===== src/rtl/kab_uart_pkg.sv =====
// Shared types and constants for the KabIO UART receive path.
package kab_uart_pkg;

  typedef enum logic [2:0] {
    WAIT_HIGH,
    IDLE,
    START,
    DATA,
    PARITY,
    STOP
  } rx_state_e;

  localparam int OVS_RATE   = 16;
  localparam int SAMPLE_MID = 9;
  localparam int DATA_BITS  = 8;

endpackage


===== src/rtl/kab_byte_fifo.sv =====
// Small synchronous FIFO; head is combinational from the read pointer.
module kab_byte_fifo
  import kab_uart_pkg::*;
#(
  parameter int WIDTH = 8,
  parameter int DEPTH = 4
) (
  input  logic             clk,
  input  logic             rst,
  input  logic             push,
  input  logic             pop,
  input  logic [WIDTH-1:0] din,
  output logic [WIDTH-1:0] head,
  output logic             full,
  output logic             empty
);

  localparam int AW = $clog2(DEPTH);

  logic [AW:0]      wr_ptr;
  logic [AW:0]      rd_ptr;
  logic [WIDTH-1:0] mem [DEPTH];
  logic             do_pop;
  logic             do_push;

  // Extra MSB on each pointer tells full from empty when the indices match.
  assign empty   = (wr_ptr == rd_ptr);
  assign full    = (wr_ptr[AW] != rd_ptr[AW]) && (wr_ptr[AW-1:0] == rd_ptr[AW-1:0]);
  assign head    = mem[rd_ptr[AW-1:0]];
  assign do_pop  = pop && !empty;
  assign do_push = push && (!full || do_pop);

  always_ff @(posedge clk or posedge rst) begin
    if (rst) begin
      wr_ptr <= '0;
      rd_ptr <= '0;
      for (int i = 0; i < DEPTH; i++) begin
        mem[i] <= '0;
      end
    end else begin
      if (do_push) begin
        mem[wr_ptr[AW-1:0]] <= din;
        wr_ptr              <= wr_ptr + (AW+1)'(1);
      end
      if (do_pop) begin
        rd_ptr <= rd_ptr + (AW+1)'(1);
      end
    end
  end

endmodule


===== src/rtl/kab_uart_rx.sv =====
// UART receiver: 2-flop sync, 16x oversampled 8N1/8E1 deframer, byte FIFO, sticky errors.
// Define KAB_UART_PARITY_EN for 8E1 framing with parity checking; default is 8N1.
module kab_uart_rx
  import kab_uart_pkg::*;
#(
  parameter int OVS_DIV    = 27,
  parameter int FIFO_DEPTH = 4
) (
  input  logic       IO_Clock,
  input  logic       IO_Reset,
  input  logic       Rxd,
  input  logic       Rx_RdEn,
  input  logic       Rx_ErrClr,
  output logic [7:0] Rx_Data,
  output logic       Rx_Valid,
  output logic       Rx_Full,
  output logic       Rx_FrameErr,
  output logic       Rx_Overrun,
  output logic       Rx_ParityErr
);

  localparam int TICK_W = (OVS_DIV > 1) ? $clog2(OVS_DIV) : 1;
  localparam int PH_W   = $clog2(OVS_RATE);
  localparam int BIT_W  = $clog2(DATA_BITS);

  localparam logic [TICK_W-1:0] TICK_LAST = TICK_W'(OVS_DIV - 1);
  localparam logic [PH_W-1:0]   PH_S7     = PH_W'(SAMPLE_MID - 2);
  localparam logic [PH_W-1:0]   PH_S8     = PH_W'(SAMPLE_MID - 1);
  localparam logic [PH_W-1:0]   PH_MID    = PH_W'(SAMPLE_MID);
  localparam logic [PH_W-1:0]   PH_LAST   = PH_W'(OVS_RATE - 1);
  localparam logic [BIT_W-1:0]  BIT_LAST  = BIT_W'(DATA_BITS - 1);

  function automatic logic majority3(input logic a, input logic b, input logic c);
    return (a & b) | (a & c) | (b & c);
  endfunction

  rx_state_e              state;
  rx_state_e              state_nxt;
  logic                   rxs_p0;
  logic                   rxs;
  logic                   vld_p0;
  logic                   vld_p1;
  logic [TICK_W-1:0]      tick_cnt;
  logic [PH_W-1:0]        phase;
  logic [BIT_W-1:0]       bit_idx;
  logic [DATA_BITS-1:0]   shreg;
  logic                   s7;
  logic                   s8;
  logic                   running;
  logic                   tick;
  logic                   at_mid;
  logic                   at_last;
  logic                   maj;
  logic                   start_det;
  logic                   push;
  logic                   fe_set;
  logic                   ov_set;
  logic                   fifo_full;
  logic                   fifo_empty;
`ifdef KAB_UART_PARITY_EN
  logic                   par_bad;
  logic                   pe_set;
  logic                   parity_err;
`endif

  // ---- stage p0/p1: line synchroniser ----
  // The sync flops reset to 1, so their first outputs are not line samples;
  // vld_p1 marks when rxs first reflects the pin, which keeps a line held low
  // through reset from looking like an idle-then-start sequence.
  always_ff @(posedge IO_Clock or posedge IO_Reset) begin
    if (IO_Reset) begin
      rxs_p0 <= 1'b1;
      rxs    <= 1'b1;
      vld_p0 <= 1'b0;
      vld_p1 <= 1'b0;
    end else begin
      rxs_p0 <= Rxd;
      rxs    <= rxs_p0;
      vld_p0 <= 1'b1;
      vld_p1 <= vld_p0;
    end
  end

  // ---- oversampling timebase ----
  assign running = (state != IDLE) && (state != WAIT_HIGH);
  assign tick    = running && (tick_cnt == TICK_LAST);
  assign at_mid  = tick && (phase == PH_MID);
  assign at_last = tick && (phase == PH_LAST);
  assign maj     = majority3(s7, s8, rxs);

  always_ff @(posedge IO_Clock or posedge IO_Reset) begin
    if (IO_Reset) begin
      tick_cnt <= '0;
      phase    <= '0;
      bit_idx  <= '0;
    end else begin
      if (!running || tick) tick_cnt <= '0;
      else                  tick_cnt <= tick_cnt + TICK_W'(1);
      if (start_det)        phase <= '0;
      else if (tick)        phase <= phase + PH_W'(1);
      if (start_det)                       bit_idx <= '0;
      else if ((state == DATA) && at_last) bit_idx <= bit_idx + BIT_W'(1);
    end
  end

  // Sample and shift registers carry data only; every use is qualified by the FSM.
  always_ff @(posedge IO_Clock) begin
    if (tick && (phase == PH_S7)) s7 <= rxs;
    if (tick && (phase == PH_S8)) s8 <= rxs;
    if ((state == DATA) && at_mid) shreg <= {maj, shreg[DATA_BITS-1:1]};
`ifdef KAB_UART_PARITY_EN
    if ((state == PARITY) && at_mid) par_bad <= maj ^ (^shreg);
`endif
  end

  // ---- deframing FSM ----
  always_ff @(posedge IO_Clock or posedge IO_Reset) begin
    if (IO_Reset) state <= WAIT_HIGH;
    else          state <= state_nxt;
  end

  always_comb begin
    state_nxt = state;
    start_det = 1'b0;
    push      = 1'b0;
    fe_set    = 1'b0;
`ifdef KAB_UART_PARITY_EN
    pe_set    = 1'b0;
`endif
    case (state)
      WAIT_HIGH: if (vld_p1 && rxs) state_nxt = IDLE;
      IDLE: begin
        if (!rxs) begin
          state_nxt = START;
          start_det = 1'b1;
        end
      end
      START: begin
        if (at_mid && maj) state_nxt = IDLE;
        else if (at_last)  state_nxt = DATA;
      end
      DATA: begin
        if (at_last && (bit_idx == BIT_LAST)) begin
`ifdef KAB_UART_PARITY_EN
          state_nxt = PARITY;
`else
          state_nxt = STOP;
`endif
        end
      end
`ifdef KAB_UART_PARITY_EN
      PARITY: if (at_last) state_nxt = STOP;
`endif
      STOP: begin
        // Leave at mid stop bit so a back-to-back start edge is not missed.
        if (at_mid) begin
          if (!maj) begin
            fe_set    = 1'b1;
            state_nxt = WAIT_HIGH;
`ifdef KAB_UART_PARITY_EN
          end else if (par_bad) begin
            pe_set    = 1'b1;
            state_nxt = IDLE;
`endif
          end else begin
            push      = 1'b1;
            state_nxt = IDLE;
          end
        end
      end
      default: state_nxt = WAIT_HIGH;
    endcase
  end

  // ---- receive buffer and sticky flags ----
  assign ov_set = push && fifo_full && !Rx_RdEn;

  kab_byte_fifo #(
    .WIDTH (DATA_BITS),
    .DEPTH (FIFO_DEPTH)
  ) u_fifo (
    .clk   (IO_Clock),
    .rst   (IO_Reset),
    .push  (push),
    .pop   (Rx_RdEn),
    .din   (shreg),
    .head  (Rx_Data),
    .full  (fifo_full),
    .empty (fifo_empty)
  );

  assign Rx_Valid = !fifo_empty;
  assign Rx_Full  = fifo_full;

  always_ff @(posedge IO_Clock or posedge IO_Reset) begin
    if (IO_Reset) begin
      Rx_FrameErr <= 1'b0;
      Rx_Overrun  <= 1'b0;
    end else begin
      if (fe_set)         Rx_FrameErr <= 1'b1;
      else if (Rx_ErrClr) Rx_FrameErr <= 1'b0;
      if (ov_set)         Rx_Overrun  <= 1'b1;
      else if (Rx_ErrClr) Rx_Overrun  <= 1'b0;
    end
  end

`ifdef KAB_UART_PARITY_EN
  always_ff @(posedge IO_Clock or posedge IO_Reset) begin
    if (IO_Reset)       parity_err <= 1'b0;
    else if (pe_set)    parity_err <= 1'b1;
    else if (Rx_ErrClr) parity_err <= 1'b0;
  end
  assign Rx_ParityErr = parity_err;
`else
  assign Rx_ParityErr = 1'b0;
`endif

endmodule

===== config.mk =====
export PLATFORM = sky130hd
export DESIGN_NAME = kab_uart_rx
export DESIGN_NICKNAME = d
export VERILOG_FILES = /design/src/rtl/kab_uart_pkg.sv /design/src/rtl/kab_byte_fifo.sv /design/src/rtl/kab_uart_rx.sv
export SDC_FILE = /design/constraint.sdc
export NUM_CORES = 1
export LEC_CHECK = 0
export CAP_MARGIN = 20
export CORE_MARGIN = 4
export CORE_UTILIZATION = 50
export CTS_CLUSTER_DIAMETER = 200
export DETAILED_ROUTE_END_ITERATION = 16
export MAX_ROUTING_LAYER = met4
export PLACE_DENSITY = 0.76
export SLEW_MARGIN = 20
export SYNTH_ARGS = -nofsm -noshare
export SYNTH_HDL_FRONTEND = slang
export SYNTH_SLANG_ARGS = --single-unit

===== constraint.sdc =====
create_clock -name IO_Clock -period 3.06 [get_ports IO_Clock]
set_input_delay 0.612 -clock IO_Clock [delete_from_list [all_inputs] [get_ports IO_Clock]]
set_output_delay 0.612 -clock IO_Clock [all_outputs]
set_load 0.01 [all_outputs]

* After elaboration in Yosys (flattened, before gate mapping)
Index checks and enable logic that the tools add are counted.
** Word-level totals
- Register bits :: 69
- Bits of input ports :: 5
- Output and inout bits :: 13
- Logic and storage cells :: 113
** Operators by class
- $add $sub $neg :: 5
- Order comparisons :: 3
- Equal/unequal tests :: 19
- Mux-type cells :: 30
- Bitwise logic cells :: 7
- Reduce and logical (&&, ||, !) cells :: 30
** Operators with widths (count)
- bitwise mux 32 bit :: 1
- 2-to-1 mux 3 bit :: 8
- 2-to-1 mux 8 bit :: 3
- logical AND 1 bit :: 17
- binary-select mux 8 bit (select 2 bit) :: 1
- demux 8 bit (select 2 bit) :: 1
- one-hot mux 3 bit (5 select lines) :: 1
- == test 4 bit (second input constant) :: 3
- 2-to-1 mux 1 bit :: 12
- adder 3 x 1 -> 3 bit (second input constant) :: 3
- 2-to-1 mux 4 bit :: 2
- nonzero test 2 bit :: 4
- == test 3 x 2 -> 1 bit (second input constant) :: 2
- == test 3 bit (second input constant) :: 2
- >= comparator 3 bit (second input constant) :: 2
- inequality test 2 bit (second input constant) :: 3
- inverter 2 -> 3 bit :: 2
- adder 5 x 1 -> 5 bit (second input constant) :: 1
- == test 5 bit (second input constant) :: 1
- 2-to-1 mux 5 bit :: 1
- AND reduction 5 bit :: 1
- adder 4 x 1 -> 4 bit (second input constant) :: 1
- == test 4 x 3 -> 1 bit (second input constant) :: 1
- logical NOT 1 bit :: 4
- other kinds (13) :: 17

* Logic depth before layout (Yosys ltp)
Gate-level depths: netlist (run 1).
- Depth in word-level cells :: 9
- Gate-level depth with buffers :: 8
- Gate-level depth less buffers :: 6

* Hierarchy
A second synthesis (run 1) with hierarchy kept.
** Unflattened totals
- Cell total of the unflattened synthesis :: 236
- Area total of the unflattened synthesis :: 3368.2 um^2
** Modules (own cells, without submodules)
- kab_byte_fifo :: times used 1, cells an instance 112, area each 1905.6 um^2, seq. area each 950.9 um^2
- kab_uart_rx :: times used 1, cells an instance 124, area each 1462.7 um^2, seq. area each 828.3 um^2

* Worst setup path after synthesis (run 1)
No wires, ideal clock.
- Path type :: flip-flop to flip-flop
- From :: register tick_cnt[0]
- To :: register u_fifo.mem[0] (netlist name)
- Library setup time :: 125 ps
- Arrival time :: 1703 ps
- Required time :: 2935 ps
- Slack :: 1232 ps
- Stages on the path, launching flop included :: 9
- Path buffers :: 2
- Period minus slack after synthesis :: 1828 ps
- Path through :: dfrtp_1 -> inv_1 -> ha_1 -> and4b_1 -> buf_4 -> and4_1 -> buf_6 -> nand4_4 -> mux2_2
** Between the ends
- Longest elaborated chain between the ends :: 6
** RTL lines
- start, declared :: line kab_uart_rx.sv:43 : logic [TICK_W-1:0] tick_cnt;
- start signal, assigned :: line kab_uart_rx.sv:98 : else tick_cnt <= tick_cnt + TICK_W'(1);
- == test 5 bit :: line kab_uart_rx.sv:86 : assign tick = running && (tick_cnt == TICK_LAST);
- logical AND 1 bit :: line kab_uart_rx.sv:86
- logical AND 1 bit :: line kab_uart_rx.sv:87 : assign at_mid = tick && (phase == PH_MID);
- 2-to-1 mux 1 bit :: line kab_uart_rx.sv:156 : if (at_mid) begin
- 2-to-1 mux 1 bit :: line kab_uart_rx.sv:130 : case (state)
- logical AND 1 bit :: line kab_byte_fifo.sv:31 : assign do_push = push && (!full || do_pop);
- end signal, assigned by index :: line kab_byte_fifo.sv:42 : mem[wr_ptr[AW-1:0]] <= din;
- end, declared :: line kab_byte_fifo.sv:22 : logic [WIDTH-1:0] mem [DEPTH];
No other way between the ends.
A chain may end at the register's enable or synchronous reset.

* Final worst setup path (run 1)
- From :: register u_fifo.rd_ptr[0]
- To :: output port Rx_Full
** Between the ends
- Longest elaborated chain between the ends :: 2
** RTL lines
- start, declared :: line kab_byte_fifo.sv:21 : logic [AW:0] rd_ptr;
- start signal, assigned :: line kab_byte_fifo.sv:46 : rd_ptr <= rd_ptr + (AW+1)'(1);
- == test 2 bit :: line kab_byte_fifo.sv:28 : assign full = (wr_ptr[AW] != rd_ptr[AW]) && (wr_ptr[AW-1:0] == rd_ptr[AW-1:0]);
- logical AND 1 bit :: line kab_byte_fifo.sv:28
- end, declared :: line kab_uart_rx.sv:16 : output logic Rx_Full,
No other way between the ends.

==> results of run 1 <==
-- per-layer routing --
layer	GRT usage [%]	part of all wire (%)
met5	-	0
met4	6.69	1.6
met3	3.95	4.1
met2	23.4	47
met1	23.5	48
-- layout make-up --
cell class	instances	area, sq um	area share [%]
Timing Repair Buffer	20	190	5.26
Clock inverter	6	65.1	1.80
Tap cell	75	93.8	2.60
Inverter	10	37.5	1.04
Clock buffer	9	124	3.43
Multi-Input combinational cell	139	1320	36.6
Sequential cell	69	1780	49.2
-- sequential cells by signal, summed over array words and instances (netlist names) --
name,count
Rx_FrameErr,1
tick_cnt,5
u_fifo.mem,32
u_fifo.rd_ptr,3
rxs,1
bit_idx,3
phase,4
vld_p0,1
u_fifo.wr_ptr,3
Rx_Overrun,1
s8,1
rxs_p0,1
vld_p1,1
shreg,8
s7,1
state,3
-- kinds of logic after synthesis --
kind of cell    count (synthesis)
simple gates                   53
compound gates                 13
flops                          69
xor+xnor                       14
mux                            44
buf+inv                        17
other cells                     2
fa+ha+maj                      13
-- cells in the mapped netlist (2+ instances only) --
cell	count
and3_1	2
and4_1	2
and4b_1	2
buf_4	3
buf_6	2
conb_1	2
dfrtp_1	57
dfstp_2	2
edfxtp_1	10
ha_1	12
inv_1	10
mux2_2	34
mux2i_1	2
mux4_2	8
nand2_1	6
nand2b_1	2
nand3_1	7
nand4_1	2
nand4_4	4
nand4b_1	2
nor2_1	13
nor2b_1	2
nor3_1	2
nor3b_1	2
o21ai_0	4
o22ai_1	2
xnor2_1	10
xor2_1	4
-- power groups by stage --
stage                     clock network [mW]  registers, mW  logic [mW]
after floorplan                            0           1.01       0.131
after global placement                     0           1.02       0.161
after detailed placement                   0           1.03       0.164
after CTS                              0.730           1.01       0.164
after global routing                   0.785           1.02       0.187
final                                  0.713           1.01       0.161
-- how the worst min path moves through the flow --
stage	start	endpoint	cells after the start
detailed placement	rxs_p0	rxs	0
CTS	rxs_p0	rxs	0
global placement	vld_p0	vld_p1	0
floorplan	vld_p0	vld_p1	0
global route	rxs_p0	rxs	0
finish	rxs_p0	rxs	0
-- stage by stage --
step | setup WS [ps] | util (%)
after floorplan | 995 | -
after global placement | 619 | 56.5
after detailed placement | 580 | 56.5
after CTS | 197 | 59.6
after global routing | 56.7 | 59.6
final | 264 | 59.6
==> flow_metrics.py, run 1 <==
metrics = {
    "synthesis": {
        "async_flop_share_pct": 85.5,
        "post_synth_edffs": 10,
        "syn-cell-area_sq_um": 3190,
        "synth_cells": 225,
        "postSynth.topFlopCell": "dfrtp_1",
        "synth_top_cell_area_share_pct": 44.7,
        "ys_seq_area_share_pct": 55.7,
        "ys_seq_elements": 69,
        "synthesis.nets": 242,
        "netlist_top_cells_area": "dfrtp_1 45%, mux2_2 12%, edfxtp_1 9.4%",
        "netlist.top_cell.by_area": "dfrtp_1",
        "synthSimpleGateAreaFrac_pct": 11.4,
        "avgSynthCellArea_sq_um": 14.2,
        "yosys.area_share.xor_xnor_pct": 3.84,
        "largest_family_of_logic_cells_by_synthesized_area": "multiplexers",
        "synthMuxAreaShare_pct": 18.3,
        "yosysWarnings": 0,
        "synth_compound_area_share_pct": 2.66,
        "synthAdderAreaFrac_pct": 5.01,
        "library_cells_used_by_synthesis": 43,
    },
    "floorplanning": {
        "die_area_sq_um": 7730,
        "start_util_pct": 52.7,
        "floorplan.die.height_um": 87.9,
        "placeableCoreArea_sq_um": 6060,
        "floorplan.die.width_um": 87.9,
        "std_cell_rows": 28,
        "number_of_top_level_pins": 18,
    },
    "global_routing": {
        "grt_pass1_wl_um": 9220,
        "grt_start_max_net_pins": 22,
        "antenna_found_initial": 0,
        "grt_remaining_overflow": 0,
        "grt_pass1_vias": 1828,
        "grtUsageTotal_pct": 16.7,
    },
    "clock_tree": {
        "tritoncts": "built",
        "ctsHtreeMaxLevel": 3,
        "clock_insertion_delay_worst_skew_ps": 330,
        "numCtsBuffers": 9,
        "post_cts_resize_count": 0,
        "cts_sinks": 69,
        "clock_tree.buffer_depth": 2,
        "setup_buffers_after_cts": 0,
        "cts_hold_buf": 0,
        "cts.reportedPaths.clkPinSlew_ps": 80,
        "clockRootBuffer": "clkbuf_8",
    },
    "timing": {
        "timing.final.crit_period_ps": 2800,
        "timing.max_slew.rel_slack_pct": 42.1,
        "final_worst_path_cycle_share_pct": 91.4,
        "hold_viol": 0,
        "setup_repair_after_global_routing_missed_its_margin": "no",
        "fmaxAchievable_mhz": 358,
        "hold_ws_ps": 356,
        "final-max-slew-violation-count": 0,
        "tns_ps": 0,
        "final.setup_skew_ps": 9.04,
        "finalSetupViolations": 0,
        "worstMarginPinSlew_ps": 867,
    },
    "routing": {
        "wire_per_inst_um": 16.5,
        "num_vias": 1811,
        "detailedRoute.firstIterationViolations": 148,
        "drcViolationCount": 0,
        "router_iterations_before_antenna_repair": 4,
        "routed_wl_um": 5410,
        "drtAntennaViolNets": 0,
        "vias_per_cell": 5.52,
    },
    "critical_path": {
        "crit_buf_inv": 2,
        "worstSetupEndpoint": "Rx_Full",
        "critPathTopFamily": "buffers and inverters",
        "reg2reg_from": "u_fifo.rd_ptr[0]",
        "setup.worst_path.end_class": "primary output",
        "critPathKind": "reg -> out",
        "path_max_fanout": 11,
        "crit_chain": "buf_4, xnor2_1, and3_1, clkdlybuf4s50_1",
        "cp-startpoint": "u_fifo.rd_ptr[0]",
        "arrival_ps": 2180,
        "critical_path_stages": 4,
        "worst_setup_path_start_kind": "register",
        "worst_path_max_delay_cell": "dfrtp_1",
        "timing.reg2reg.worst_path_depth": 5,
        "ff2ff_setup_slack_ps": 720,
        "slowest_cell_delay_on_critical_path_ps": 740,
        "worstReg2RegEnd": "u_fifo.mem[1]",
        "cp_data_required_time_ps": 2450,
    },
    "layout": {
        "nets": 266,
        "final-instance-count-excl-fill": 328,
        "syn2layout_area_growth_pct": 13.1,
        "most_common_cell_after_layout_fill_and_taps_aside": "dfrtp_1",
        "layout.cell_area.non_filler_sq_um": 3610,
        "n_diodes": 0,
        "post_route_cells_drive_above_1_share_pct": 27.3,
        "layout.cells.most_common_list": "57 x dfrtp_1, 34 x mux2_2, 16 x clkdlybuf4s50_1",
        "fillerInstances": 481,
    },
    "power": {
        "seq_power_share_pct": 53.6,
        "vdd_drop_max_mv": 0.291,
        "power_per_cell_area_nw_per_um2": 521,
        "p_leak_nw": 1.65,
        "sw_frac_of_total_pct": 25.4,
        "clock_power_share_pct": 37.9,
        "comb_power_share_pct": 8.6,
        "power.net_switching_mw": 0.477,
        "report.power.total_mw": 1.88,
        "internal_power_mw": 1.41,
    },
    "placed_design": {
        "post-place-cells": 313,
        "dpl-instance-area_sq_um": 3420,
        "hpwlAfterDp_um": 3540,
        "gpl.final_weighted_congestion": 0.836,
        "port-buffer-count": 16,
    },
    "status": {
        "run_status": "finished clean",
    },
    "job": {
        "max-cap-violations": 0,
    },
    "min_path": {
        "worst_hold_path_type": "reg -> reg",
    },
}
No activity file was read; power rests on OpenSTA's default activity.
==> run 2: changes to the inputs <==
--- a/config.mk
+++ b/config.mk
@@ -10,6 +10,7 @@
 export CORE_UTILIZATION = 50
 export CTS_CLUSTER_DIAMETER = 200
 export DETAILED_ROUTE_END_ITERATION = 16
+export GPL_TIMING_DRIVEN = 0
 export MAX_ROUTING_LAYER = met4
 export PLACE_DENSITY = 0.76
 export SLEW_MARGIN = 20
==> constraint.sdc (replaced) <==
create_clock -name IO_Clock -period 3.4 [get_ports IO_Clock]
set_input_delay 0.68 -clock IO_Clock [delete_from_list [all_inputs] [get_ports IO_Clock]]
set_output_delay 0.68 -clock IO_Clock [all_outputs]
set_load 0.01 [all_outputs]
==> run 2 against run 1 <==
Wire length decreased by 3.5%. Global-route usage is 0.065 points lower. Sequential share of layout area down 0.56 points. Worst setup slack gained 520 ps. Non-clock buffer count grew 4. Critical path type unchanged. Power fell by 12%. Largest power group unchanged. Utilization increased by 0.68 points. Critical path depth is 1 lower. Clock skew fell by 1.3 ps. Final cell count is 1.5% higher.
==> flow_metrics.py, run 2 (synthesized netlist as in run 1, its figures left out) <==
metrics = {
    "status": {
        "run_status": "finished clean",
    },
    "clock_tree": {
        "cts_sinks": 69,
        "clock_insertion_delay_worst_skew_ps": 340,
        "clock_tree.buffer_depth": 2,
        "ctsHtreeMaxLevel": 3,
        "cts_hold_buf": 0,
        "clockRootBuffer": "clkbuf_8",
        "numCtsBuffers": 9,
        "tritoncts": "built",
        "post_cts_resize_count": 0,
        "cts.reportedPaths.clkPinSlew_ps": 70,
        "setup_buffers_after_cts": 0,
    },
    "critical_path": {
        "worst_path_max_delay_cell": "mux4_2",
        "path_max_fanout": 10,
        "arrival_ps": 1940,
        "setup.worst_path.end_class": "primary output",
        "crit_buf_inv": 2,
        "cp_data_required_time_ps": 2720,
        "critPathTopFamily": "buffers and inverters",
        "critPathKind": "reg -> out",
        "ff2ff_setup_slack_ps": 1350,
        "worst_setup_path_start_kind": "register",
        "slowest_cell_delay_on_critical_path_ps": 530,
        "crit_chain": "buf_6, mux4_2, clkdlybuf4s50_1",
    },
    "timing": {
        "final_worst_path_cycle_share_pct": 77.0,
        "timing.final.crit_period_ps": 2620,
        "finalSetupViolations": 0,
        "final-max-slew-violation-count": 0,
        "setup_repair_after_global_routing_missed_its_margin": "no",
        "worst_slack_ps": 782,
        "hold_viol": 0,
        "timing.max_slew.rel_slack_pct": 42.7,
        "hold_ws_ps": 354,
        "tns_ps": 0,
        "worstMarginPinSlew_ps": 858,
        "final.setup_skew_ps": 7.74,
        "fmaxAchievable_mhz": 382,
    },
    "power": {
        "sw_frac_of_total_pct": 25.4,
        "vdd_drop_max_mv": 0.238,
        "report.power.total_mw": 1.66,
        "power_per_cell_area_nw_per_um2": 453,
        "clock_power_share_pct": 35.8,
        "internal_power_mw": 1.24,
        "power.net_switching_mw": 0.420,
        "comb_power_share_pct": 9.3,
        "p_leak_nw": 1.68,
        "seq_power_share_pct": 54.9,
    },
    "layout": {
        "regMostFlops": "u_fifo.mem",
        "post_route_cells_drive_above_1_share_pct": 27.9,
        "n_diodes": 0,
        "reg.largest.list": "u_fifo.mem (32), shreg (8), tick_cnt (5)",
        "largest_reg_flops": 32,
        "utilization_pct": 60.3,
        "layout.cell_area.non_filler_sq_um": 3650,
        "layout.cells.most_common_list": "57 x dfrtp_1, 34 x mux2_2, 16 x clkdlybuf4s50_1",
        "most_common_cell_after_layout_fill_and_taps_aside": "dfrtp_1",
        "final-instance-count-excl-fill": 333,
        "syn2layout_area_growth_pct": 14.4,
        "nets": 270,
    },
    "global_routing": {
        "grt_use_met1_pct": 21.4,
        "antenna_found_initial": 0,
        "grt_start_max_net_pins": 48,
        "grtUsageTotal_pct": 16.6,
        "grt-busiest-layer": "met2",
        "grt_pass1_vias": 1892,
        "grt_pass1_wl_um": 9150,
        "grt_remaining_overflow": 0,
        "globalRouteMet2Util_pct": 24.4,
        "grt_util_met3_pct": 4.80,
    },
    "placed_design": {
        "pre_cts_slack_ps": 1020,
        "hpwlAfterDp_um": 3540,
        "gpl.final_weighted_congestion": 0.769,
        "post-place-cells": 317,
        "port-buffer-count": 16,
        "dpl-instance-area_sq_um": 3480,
    },
    "routing": {
        "detailedRoute.firstIterationViolations": 63,
        "router_iterations_before_antenna_repair": 4,
        "vias_per_cell": 5.49,
        "wire_per_inst_um": 15.7,
        "num_vias": 1827,
        "drcViolationCount": 0,
        "routed_wl_um": 5220,
        "drtAntennaViolNets": 0,
    },
    "floorplanning": {
        "std_cell_rows": 28,
        "start_util_pct": 52.7,
        "placeableCoreArea_sq_um": 6060,
        "number_of_top_level_pins": 18,
        "floorplan.die.width_um": 87.9,
        "die_area_sq_um": 7730,
        "floorplan.die.height_um": 87.9,
    },
    "min_path": {
        "worst_hold_path_type": "reg -> reg",
    },
    "job": {
        "max-cap-violations": 0,
    },
}
## run 2: power by group through the flow
| stage | Clock, mW | Sequential, mW | Combinational, mW |
|---|---|---|---|
| 6_report | 0.593 | 0.909 | 0.153 |
| 5_1_grt | 0.653 | 0.916 | 0.175 |
| 4_1_cts | 0.616 | 0.908 | 0.157 |
| 3_5_place_dp | 0 | 0.925 | 0.156 |
| 3_3_place_gp | 0 | 0.921 | 0.145 |
| 2_1_floorplan | 0 | 0.912 | 0.118 |
## run 2: cell type report
class | count | area (sq um)
buffer | 7 | 53.8
clock buffer | 12 | 155
clock inverter | 4 | 21.3
fill | 476 | 2410
inverter | 10 | 40.0
multi-input combinational | 139 | 1320
sequential | 69 | 1780
tap | 75 | 93.8
timing repair buffer | 17 | 188
## run 2: worst paths after layout
kind / end / from / depth (start not counted)
hold reg to reg: vld_p1 / vld_p0 / 0
min in group asynchronous: phase[3] / IO_Reset / 2
max in group asynchronous: rxs_p0 / IO_Reset / 3
hold / removal: vld_p1 / vld_p0 / 0
setup / recovery: Rx_Data[6] / u_fifo.rd_ptr[0] / 3
setup reg to reg: u_fifo.mem[6] / tick_cnt[0] / 8
## run 2: layer usage
metal | vias up | part of all wire (%)
li1 | 866 | -
met1 | 922 | 48
met2 | 30 | 47
met3 | 9 | 3.3
met4 | 0 | 1.9
met5 | - | 0
==> run 3: changes to the inputs <==
==> constraint.sdc (replaced) <==
create_clock -name IO_Clock -period 2.6 [get_ports IO_Clock]
set_input_delay 0.52 -clock IO_Clock [delete_from_list [all_inputs] [get_ports IO_Clock]]
set_output_delay 0.52 -clock IO_Clock [all_outputs]
set_load 0.01 [all_outputs]
==> results of run 3 <==
The final DEF is identical to that of run 2. Status: finished clean.
Main changes from that run: setup slack after placement 1020 ps -> 376 ps; setup slack after layout 782 ps -> 142 ps; register-to-register setup slack 1350 ps -> 550 ps; total power 1.66 mW -> 2.16 mW; worst IR drop on VDD 0.238 mV -> 0.311 mV
